==> src/rtl/mux_4x1_rr.sv <==
// Four-channel round-robin collector: merges four valid/ready streams into one
// registered output stream tagged with its source channel on s.
module mux_4x1_rr #(
  parameter int unsigned WIDTH = 8
) (
  input  logic               clk,
  input  logic               rst,
  input  logic [4*WIDTH-1:0] i,
  input  logic [3:0]         in_valid,
  output logic [3:0]         in_ready,
  output logic [WIDTH-1:0]   y,
  output logic [1:0]         s,
  output logic               out_valid,
  input  logic               out_ready
);

  localparam int unsigned N_CH  = 4;
  localparam int unsigned SEL_W = 2;

  logic [WIDTH-1:0] y_q, y_d;
  logic [SEL_W-1:0] s_q, s_d;
  logic             out_valid_q, out_valid_d;
  logic [SEL_W-1:0] ptr_q, ptr_d;

  logic             load;
  logic             gnt_found;
  logic             take;
  logic [SEL_W-1:0] gnt;
  logic [SEL_W-1:0] cand;

  // Arbitration and next-state: first valid channel starting at ptr wins.
  always_comb begin
    load        = !out_valid_q || out_ready;
    gnt_found   = 1'b0;
    gnt         = '0;
    cand        = ptr_q;
    in_ready    = '0;
    y_d         = y_q;
    s_d         = s_q;
    out_valid_d = out_valid_q;
    ptr_d       = ptr_q;

    for (int unsigned k = 0; k < N_CH; k++) begin
      cand = ptr_q + SEL_W'(k);
      if (!gnt_found && in_valid[cand]) begin
        gnt_found = 1'b1;
        gnt       = cand;
      end
    end

    take = load && gnt_found && !rst;
    if (take) begin
      in_ready[gnt] = 1'b1;
    end

    // A load slot with nothing granted drains the output; data and ptr hold.
    if (load) begin
      out_valid_d = gnt_found;
      if (gnt_found) begin
        y_d   = i[WIDTH*32'(gnt) +: WIDTH];
        s_d   = gnt;
        ptr_d = gnt + SEL_W'(1);
      end
    end
  end

  always_ff @(posedge clk) begin
    if (rst) begin
      y_q         <= '0;
      s_q         <= '0;
      out_valid_q <= 1'b0;
      ptr_q       <= '0;
    end else begin
      y_q         <= y_d;
      s_q         <= s_d;
      out_valid_q <= out_valid_d;
      ptr_q       <= ptr_d;
    end
  end

  assign y         = y_q;
  assign s         = s_q;
  assign out_valid = out_valid_q;

endmodule

==> config.mk <==
export PLATFORM = sky130hd
export DESIGN_NAME = mux_4x1_rr
export DESIGN_NICKNAME = d
export VERILOG_FILES = /design/src/rtl/mux_4x1_rr.sv
export SDC_FILE = /design/constraint.sdc
export NUM_CORES = 1
export LEC_CHECK = 0
export ABC_AREA = 1
export ABC_CLOCK_PERIOD_IN_PS = 3400
export CAP_MARGIN = 20
export CORE_ASPECT_RATIO = 1.2
export CORE_MARGIN = 2
export CORE_UTILIZATION = 35
export DETAILED_ROUTE_END_ITERATION = 12
export DONT_BUFFER_PORTS = 1
export PLACE_DENSITY = 0.55
export SYNTH_ARGS = -nofsm -noshare
export SYNTH_HDL_FRONTEND = slang
export SYNTH_SLANG_ARGS = --single-unit
==> constraint.sdc <==
create_clock -name clk -period 3.4 [get_ports clk]
set_clock_uncertainty 0.2 [all_clocks]
set_input_delay 0.68 -clock clk [delete_from_list [all_inputs] [get_ports clk]]
set_output_delay 0.68 -clock clk [all_outputs]
set_load 0.1 [all_outputs]
==> flow_metrics.env <==
export IMPL_syn_area_sq_um=1220
export IMPL_drt_iter0_markers=32
export IMPL_overflow=0
export IMPL_worstPathRequired_ns=2.52
export IMPL_clk_pin_slew_ns=0.05
export IMPL_worst_pin_slew_ns=1.01
export IMPL_rows=23
export IMPL_clk_latency_ns=0.24
export IMPL_clock_sinks=13
export IMPL_drv_slew=0
export IMPL_layout_commonest_cell="nand2_1"
export IMPL_synthCells=213
export IMPL_tns_ns=0
export IMPL_cts_setup_buffers=0
export IMPL_final_cell_mix="nand2_1 (78), nor2_1 (21), inv_1 (20)"
export IMPL_diodes=0
export IMPL_grt_pass1_vias=1282
export IMPL_track_usage_pct=17.6
export IMPL_whs_ns=0.264
export IMPL_syn_area_per_cell_sq_um=5.73
export IMPL_cts_resized_gates=0
export IMPL_grt_pass1_wl_um=5310
export IMPL_dr_pass1_iters=5
export IMPL_routabilityCongestion=0.829
export IMPL_crit_type="reg -> out"
export IMPL_postCtsHoldBufs=0
export IMPL_hp_class="reg -> reg"
export IMPL_crit_path_top_delay_cell="dfxtp_1"
export IMPL_synth_top_area_share_pct=24.0
export IMPL_cts_tree="built"
export IMPL_cp_cell_sequence="buf_4 > inv_2 > nand2_1 > nand2_2 > nor2_2 > nor2_1 > nand3_4 > nand2_2 > inv_2 > nand2_1 > nor2_2 > buf_12"
export IMPL_clockRootBuffer="clkbuf_8"
export IMPL_ys_seq_elements=13
export IMPL_outcome="complete, no violations"
export IMPL_drcViolationCount=0
export IMPL_wl_per_cell_um=12.2
export IMPL_io_buffers=0
export IMPL_die_h_um=68.7
export IMPL_max_freq_mhz=325
export IMPL_cp_slowest_stage_delay_ns=0.31
export IMPL_end_kind="primary output"
export IMPL_dp_hpwl_um=2410
export IMPL_rsz0062_at_grt="false"
export IMPL_grt_max_degree=23
export IMPL_antenna_found_initial=0
export IMPL_numCtsBuffers=3
export IMPL_ys_types=23
export IMPL_viasPerCell=4.96
export IMPL_h_tree_depth=1
export IMPL_finalInstanceArea_sq_um=1380
export IMPL_max_cap_viol_count=0
export IMPL_die_w_um=57.9
export IMPL_cp_start_kind="register"
export IMPL_io_pin_count=54
export IMPL_ant_nets=0
export IMPL_fin_crit_ns=3.08
export IMPL_design_core_area_sq_um=3340
export IMPL_maxSlewHeadroom_pct=32.6
export IMPL_synth_top_area_cell="nand2_1"
export IMPL_synthTopCellsByArea="nand2_1 (24%), dfxtp_1 (21%), nand4_1 (7.7%)"
export IMPL_drive_gt1_share_pct=20.3
export IMPL_hold_violations=0
export IMPL_syn_num_nets=252
export IMPL_layout_nets=257
export IMPL_syn2layout_area_growth_pct=13.4
export IMPL_via_count=1261
export IMPL_dieArea_sq_um=3980
export IMPL_timing_final_crit_share_pct=90.6
export IMPL_crit_path_max_fanout=17
export IMPL_final_core_util_pct=41.5
export IMPL_routed_wl_um=3100
export IMPL_arrival_ns=2.20
export IMPL_setup_violations=0
export IMPL_cts_path_max_buffers=2
export IMPL_ys_seq_area_share_pct=21.3
export IMPL_yosys_warnings=0
export IMPL_placed_area_sq_um=1340
export IMPL_start_util_pct=36.5
## metrics by stage
step                      std cells  worst slack (ns)
after global placement          250             0.475
after global routing            254             0.104
after CTS                       254             0.299
final                           254             0.320
after detailed placement        250             0.502
after floorplan                 213            -0.313
## cell usage after synthesis, drive strengths merged
master and instances:
nand2 93, buf 10, a21oi 4, clkbuf 1
nor2 26, dfxtp 13, o21ai 4, inv 24
nor3 1, and2 1, a31oi 1, nand4 15
nand3 20
## worst max-delay path: cells and delay by family (launching register included)
kind	cells	cell delay, ns
buffers and inverters	4	0.56
DFF	1	0.31
and+or+nand+nor	8	1.10
## logic make-up (layout without fill, tap and decap cells)
logic type	Yosys count	in the layout	synth area share, %
AO/OA/AOI/OAI	9	9	3.80
flip-flops	13	13	21.3
buffers and inverters	35	39	13.8
AND/OR/NAND/NOR	156	156	61.0
## area by class of cell
type	instances	area [sq um]
repair buffers	11	133
clock buffers	4	45.0
fillers	355	1950
flip-flops and latches	13	260
well taps	37	46.3
inverters	24	90.1
multi-input cells	165	810
## layer usage
metal / wire, um / global-route usage [%] / vias to the layer above
met5: 0 / 0 / -
met4: 98 / 11.6 / 0
met3: 164 / 2.80 / 9
met2: 1520 / 29.0 / 34
met1: 1320 / 21.3 / 541
li1: - / - / 677
## registers in the layout, summed over array words and instances, names as in the netlist
register	flops
y	8
ptr_q	2
s	2
out_valid	1
## path summary, 6_finish.rpt
check             startpoint           to  slack [ns]  depth (start not counted)
hold reg to reg     ptr_q[0]     ptr_q[0]        0.26                          2
setup reg to reg    ptr_q[0]         y[0]        1.00                         15
setup / recovery    ptr_q[0]  in_ready[2]        0.32                         12
hold / removal      ptr_q[0]     ptr_q[0]        0.26                          2
Power is left out: the tool's default activity adds up to more than one toggle a clock period on the data nets, which glitch-free logic cannot reach.
